`config.mk`:
```
export PLATFORM = sky130hd
export DESIGN_NAME = sudoku_ctrl
export DESIGN_NICKNAME = d
export VERILOG_FILES = /design/src/rtl/sudoku_ctrl.sv
export SDC_FILE = /design/constraint.sdc
export NUM_CORES = 1
export LEC_CHECK = 0
export BUFFER_PORTS_ARGS = -buffer_cell sky130_fd_sc_hd__buf_2
export CELL_PAD_IN_SITES_DETAIL_PLACEMENT = 2
export CELL_PAD_IN_SITES_GLOBAL_PLACEMENT = 2
export CORE_ASPECT_RATIO = 0.9
export CORE_UTILIZATION = 24
export CTS_CLUSTER_DIAMETER = 50
export DETAILED_ROUTE_END_ITERATION = 12
export PLACE_DENSITY_LB_ADDON = 0.2
export SLEW_MARGIN = 20
export SYNTH_ARGS = -nofsm -noshare
export SYNTH_HDL_FRONTEND = slang
export SYNTH_SLANG_ARGS = --single-unit
```
`constraint.sdc`:
```
create_clock -name clk -period 1.6 [get_ports clk]
set_input_delay 0.08 -clock clk [delete_from_list [all_inputs] [get_ports clk]]
set_output_delay 0.08 -clock clk [all_outputs]
set_load 0.01 [all_outputs]
```
`src/rtl/sudoku_ctrl.sv`:
```
// Host-side sequencer: streams a puzzle into the solver wrapper RAM, starts the solver, streams the result back.
// Optional solve-phase watchdog enabled by defining SUDOKU_CTRL_TIMEOUT_EN.
module sudoku_ctrl #(
    parameter logic [31:0] TIMEOUT_CYCLES = 32'd50_000_000
) (
    input  logic       clk,
    input  logic       rst,
    input  logic       in_valid,
    output logic       in_ready,
    input  logic [3:0] in_digit,
    output logic       out_valid,
    input  logic       out_ready,
    output logic [3:0] out_digit,
    output logic       out_last,
    output logic       busy,
    output logic       solved,
    output logic       failed,
    output logic       bad_input,
    output logic       timed_out,
    output logic [6:0] ram_addr,
    output logic       ram_wr,
    output logic [8:0] ram_din,
    input  logic [8:0] ram_dout,
    output logic       slv_start,
    input  logic       slv_done,
    input  logic       slv_error,
    output logic       slv_rst
);

    typedef enum logic [2:0] {
        S_IDLE,
        S_LOAD,
        S_START,
        S_SOLVE,
        S_DRAIN,
        S_OUT
    } state_t;

    state_t     state;
    state_t     next;
    logic [6:0] cnt;
    logic       last_cell;
    logic       illegal;
    logic       expire;
    logic [8:0] enc;
    logic [3:0] dec;

    assign last_cell = (cnt == 7'd80);
    assign illegal   = (in_digit >= 4'd10);

    always_comb begin
        if (in_digit == 4'd0 || illegal) begin
            enc = '1;
        end else begin
            enc = 9'b1 << (in_digit - 4'd1);
        end
    end

    // Anything other than exactly one candidate bit decodes to 0.
    always_comb begin
        dec = '0;
        for (int unsigned k = 0; k < 9; k++) begin
            if (ram_dout == (9'b1 << k)) begin
                dec = 4'(k + 1);
            end
        end
    end

`ifdef SUDOKU_CTRL_TIMEOUT_EN
    logic [31:0] tcnt;

    // A solver finish on the expiry cycle takes priority over the timeout.
    assign expire = (state == S_SOLVE) && !slv_done && !slv_error &&
                    (tcnt == TIMEOUT_CYCLES - 32'd1);

    always_ff @(posedge clk) begin
        if (rst) begin
            tcnt      <= '0;
            timed_out <= 1'b0;
        end else begin
            if (state == S_START) begin
                tcnt <= '0;
            end else if (state == S_SOLVE) begin
                tcnt <= tcnt + 32'd1;
            end
            if (state == S_IDLE && in_valid) begin
                timed_out <= 1'b0;
            end else if (expire) begin
                timed_out <= 1'b1;
            end
        end
    end
`else
    logic unused_timeout;

    assign unused_timeout = ^TIMEOUT_CYCLES;
    assign expire         = 1'b0;
    assign timed_out      = 1'b0;
`endif

    always_ff @(posedge clk) begin
        if (rst) begin
            state <= S_IDLE;
        end else begin
            state <= next;
        end
    end

    always_comb begin
        next = state;
        unique case (state)
            S_IDLE:  if (in_valid) next = S_LOAD;
            S_LOAD:  if (in_valid && last_cell) next = S_START;
            S_START: next = S_SOLVE;
            S_SOLVE: if (slv_done || slv_error || expire) next = S_DRAIN;
            S_DRAIN: next = S_OUT;
            S_OUT:   if (out_ready && last_cell) next = S_IDLE;
            default: next = S_IDLE;
        endcase
    end

    always_ff @(posedge clk) begin
        if (rst) begin
            cnt       <= '0;
            solved    <= 1'b0;
            failed    <= 1'b0;
            bad_input <= 1'b0;
        end else begin
            unique case (state)
                S_IDLE: begin
                    if (in_valid) begin
                        cnt       <= '0;
                        solved    <= 1'b0;
                        failed    <= 1'b0;
                        bad_input <= 1'b0;
                    end
                end
                S_LOAD: begin
                    if (in_valid) begin
                        if (illegal) begin
                            bad_input <= 1'b1;
                        end
                        cnt <= last_cell ? 7'd0 : cnt + 7'd1;
                    end
                end
                S_SOLVE: begin
                    if (slv_done) begin
                        solved <= 1'b1;
                    end else if (slv_error || expire) begin
                        failed <= 1'b1;
                    end
                end
                S_DRAIN: begin
                    cnt <= '0;
                end
                S_OUT: begin
                    if (out_ready) begin
                        cnt <= last_cell ? 7'd0 : cnt + 7'd1;
                    end
                end
                default: begin
                end
            endcase
        end
    end

    always_comb begin
        in_ready  = (state == S_LOAD);
        ram_wr    = (state == S_LOAD) && in_valid;
        ram_addr  = cnt;
        ram_din   = (state == S_LOAD) ? enc : '0;
        slv_start = (state == S_START);
        out_valid = (state == S_OUT);
        out_digit = (state == S_OUT) ? dec : '0;
        out_last  = (state == S_OUT) && last_cell;
        busy      = (state != S_IDLE);
        slv_rst   = rst || expire;
    end

endmodule

```
==> run_results.csv <==
group,metric,value,unit
power,swShare,0.299,
power,seqPwrFrac,0.398,
synth,yosys.area.top_type,"dfxtp_1",
drt,num_vias,1261,
worst_setup_path,crit_fanout,6,
timing,clock.fmax,0.648,GHz
worst_setup_path,timing_worst_setup_path_type,"register to output port",
cts,clk_pin_slew_worst_paths,60,ps
power,p_total,0.835,mW
power,ir_drop,209,uV
synth,yosys_register_bits,13,
global_routing,grt_max_degree,13,
placed_design,port_buffers,48,
global_routing,grt-ovfl-total,0,
worst_setup_path,cp.arrival,1460,ps
die,initial_utilization,0.259,
timing,setup_violations,0,
finish,nFillCells,540,
synth,yosysWarnings,0,
synth,synth_cells,147,
finish,insertedDiodeCount,0,
drt,routed_wl,3980,um
worst_setup_path,endpoint_kind,"output port",
global_routing,grt_pass1_wl,6500,um
die,die_y,66.1,um
timing,final.setup.tns,0,ps
synth,avgSynthCellArea,7.46,um2
global_routing,grt_util_all_layers,0.173,
synth,yosysTopAreaCellShare,0.237,
synth,ys_seq_area_frac,0.237,
synth,synth_area,0.00110,mm2
worst_setup_path,reg2reg_to,"ram_addr[5]",
worst_setup_path,cp-startpoint,"state[1]",
die,dieArea,0.00485,mm2
worst_setup_path,rr_startpoint,"ram_addr[0]",
drt,via_per_inst,4.81,
timing,slew_violations,0,
timing,max_slew_margin,0.574,
cts,cts_max_path_buffers,2,
finish,final_common_cell,"buf_2",
cts,cts_buffers,3,
cts,htreeDepth,1,
synth,ys_dominant_reg_cell,"dfxtp_1",
global_routing,grt_pass1_vias,1346,
drt,wl_per_cell,15.2,um
finish,nNetsFinal,224,
placed_design,place.gp.congestion,0.790,
run_status,status,"finished, final reports clean",
cts,insertion_delay,240,ps
global_routing,antenna_found_initial,0,
drt,drt_iter0_markers,59,
power,p_leak,0.686,nW
power,powerDensity,555,mW/mm2
hold_path,hp-class,"input port to register",
worst_setup_path,r2r_setup_slack,90,ps
cts,postCtsHoldBufs,0,
die,coreArea,0.00424,mm2
finish,drive_gt1_frac,0.381,
worst_setup_path,worstPathRequired,1520,ps
die,placement_rows,22,
synth,async_flop_share,0,
power,p_sw,0.250,mW
timing,period_share,0.965,
synth,synth_area_leaders,"dfxtp_1 24%, nor2_1 7.9%, a21oi_1 6.4%",
finish,final_cell_mix,"48 x buf_2, 22 x nor2_1, 14 x a21oi_1, 10 x dfxtp_1, 9 x inv_1",
synth,synth_nets,168,
power,combPwrFrac,0.241,
timing,grt_setup_unrepaired,"true",
timing,timing.final.hold_violations,0,
cts,root_buffer,"clkbuf_8",
timing,worst_slew_pin_slew,632,ps
synth,yosysUniqueCellTypes,45,
cts,postCtsSetupBuffers,0,
cts,cts_num_sinks,13,
synth,synth_edf_count,0,
finish,syn_to_final_growth,37.1,%
drt,drc,0,
die,die_w,73.3,um
worst_setup_path,worstSetupStartpointType,"register",
power,clockPowerShare,0.361,
flow_run,cap_violations,0,
timing,fin_skew,2.09,ps
timing,finalCriticalPeriod,1540,ps
worst_setup_path,endpoint,"out_digit[2]",
worst_setup_path,r2r_cells,6,
power,p_int,0.585,mW
drt,ant_nets,0,
drt,firstDrtPassIters,4,
cts,cts_tree,"yes",
die,pin_count,50,
placed_design,place_hpwl,3190,um
## metrics by stage
| step | cell area (um2) | hold WS (ps) | utilization | std cells | setup WS [ps] |
|---|---|---|---|---|---|
| finish | 1500 | 117 | 0.355 | 262 | 55.7 |
| global route | 1500 | 114 | 0.355 | 262 | -36.6 |
| CTS | 1480 | 116 | 0.349 | 262 | 1.32 |
| detailed placement | 1430 | 368 | 0.337 | 258 | 47.9 |
| global placement | 1430 | 350 | 0.337 | 258 | 127 |
| floorplan | 1100 | 149 | - | 147 | 47.8 |
## Yosys cell counts, types with 4 or more instances
master,count
a21oi_1,14
dfxtp_1,13
inv_1,10
nand2_1,8
nand3_1,5
nand4_1,4
nor2_1,23
nor3_1,5
o21ai_0,7
or3_1,5
xnor2_1,5
xor2_1,5
## flip-flops by register name, indices dropped and copies added, names as in the netlist
signal	count
bad_input	1
failed	1
state	3
ram_addr	7
solved	1
## worst min-delay path by stage
stage / start / end / slack (ps) / cells past startpoint
finish: slv_error / failed / 120 / 3
global route: rst / state[2] / 110 / 2
CTS: slv_error / failed / 120 / 3
detailed placement: slv_error / failed / 370 / 3
global placement: slv_error / failed / 350 / 3
floorplan: rst / state[2] / 150 / 1
## metal layers
layer,vias up,routed length [um],track usage
met3,2,98,0.0137
met1,602,1880,0.222
met2,27,1980,0.311
met5,-,0,0
li1,630,-,-
met4,0,23,0.0368
## kinds of logic (layout without fill, tap and decap cells)
logic type	Yosys count	after routing	share of synthesized area
XOR/XNOR	10	10	0.0798
AND/OR/NAND/NOR	68	68	0.349
flip-flops	13	13	0.237
multiplexers	2	2	0.0182
buffers and inverters	17	72	0.0878
other	1	1	0.00342
AO/OA/AOI/OAI	34	34	0.202
adder cells (fa/ha/maj)	2	2	0.0228
## power groups by stage
stage	clock network [mW]	logic (mW)	registers [mW]
2_1_floorplan	0	0.109	0.342
3_3_place_gp	0	0.187	0.340
3_5_place_dp	0	0.198	0.341
4_1_cts	0.316	0.202	0.334
5_1_grt	0.328	0.222	0.333
6_report	0.302	0.201	0.332
## worst max-delay path, cell delays in order, from the launching register on
cell and delay [ps]:
dfxtp_2 340, buf_6 130, and2b_2 250, nand2_4 80, inv_2 60, nand2_1 60, a31oi_1 140, buf_2 150
## what timing repair did
action                                  CTS  global route
endpoints found under the setup margin   13             9
pin swaps                                 0             1
resized for setup                         3             9
## area by class of cell
class | count | area [um2] | share of cell area
multi-input cells | 117 | 753 | 0.501
repair buffers | 58 | 327 | 0.217
flip-flops and latches | 13 | 267 | 0.177
well taps | 60 | 75.1 | 0.0499
clock buffers | 4 | 45.0 | 0.0300
inverters | 10 | 37.5 | 0.0250
Note: power is estimated with default switching activity, not from simulation.
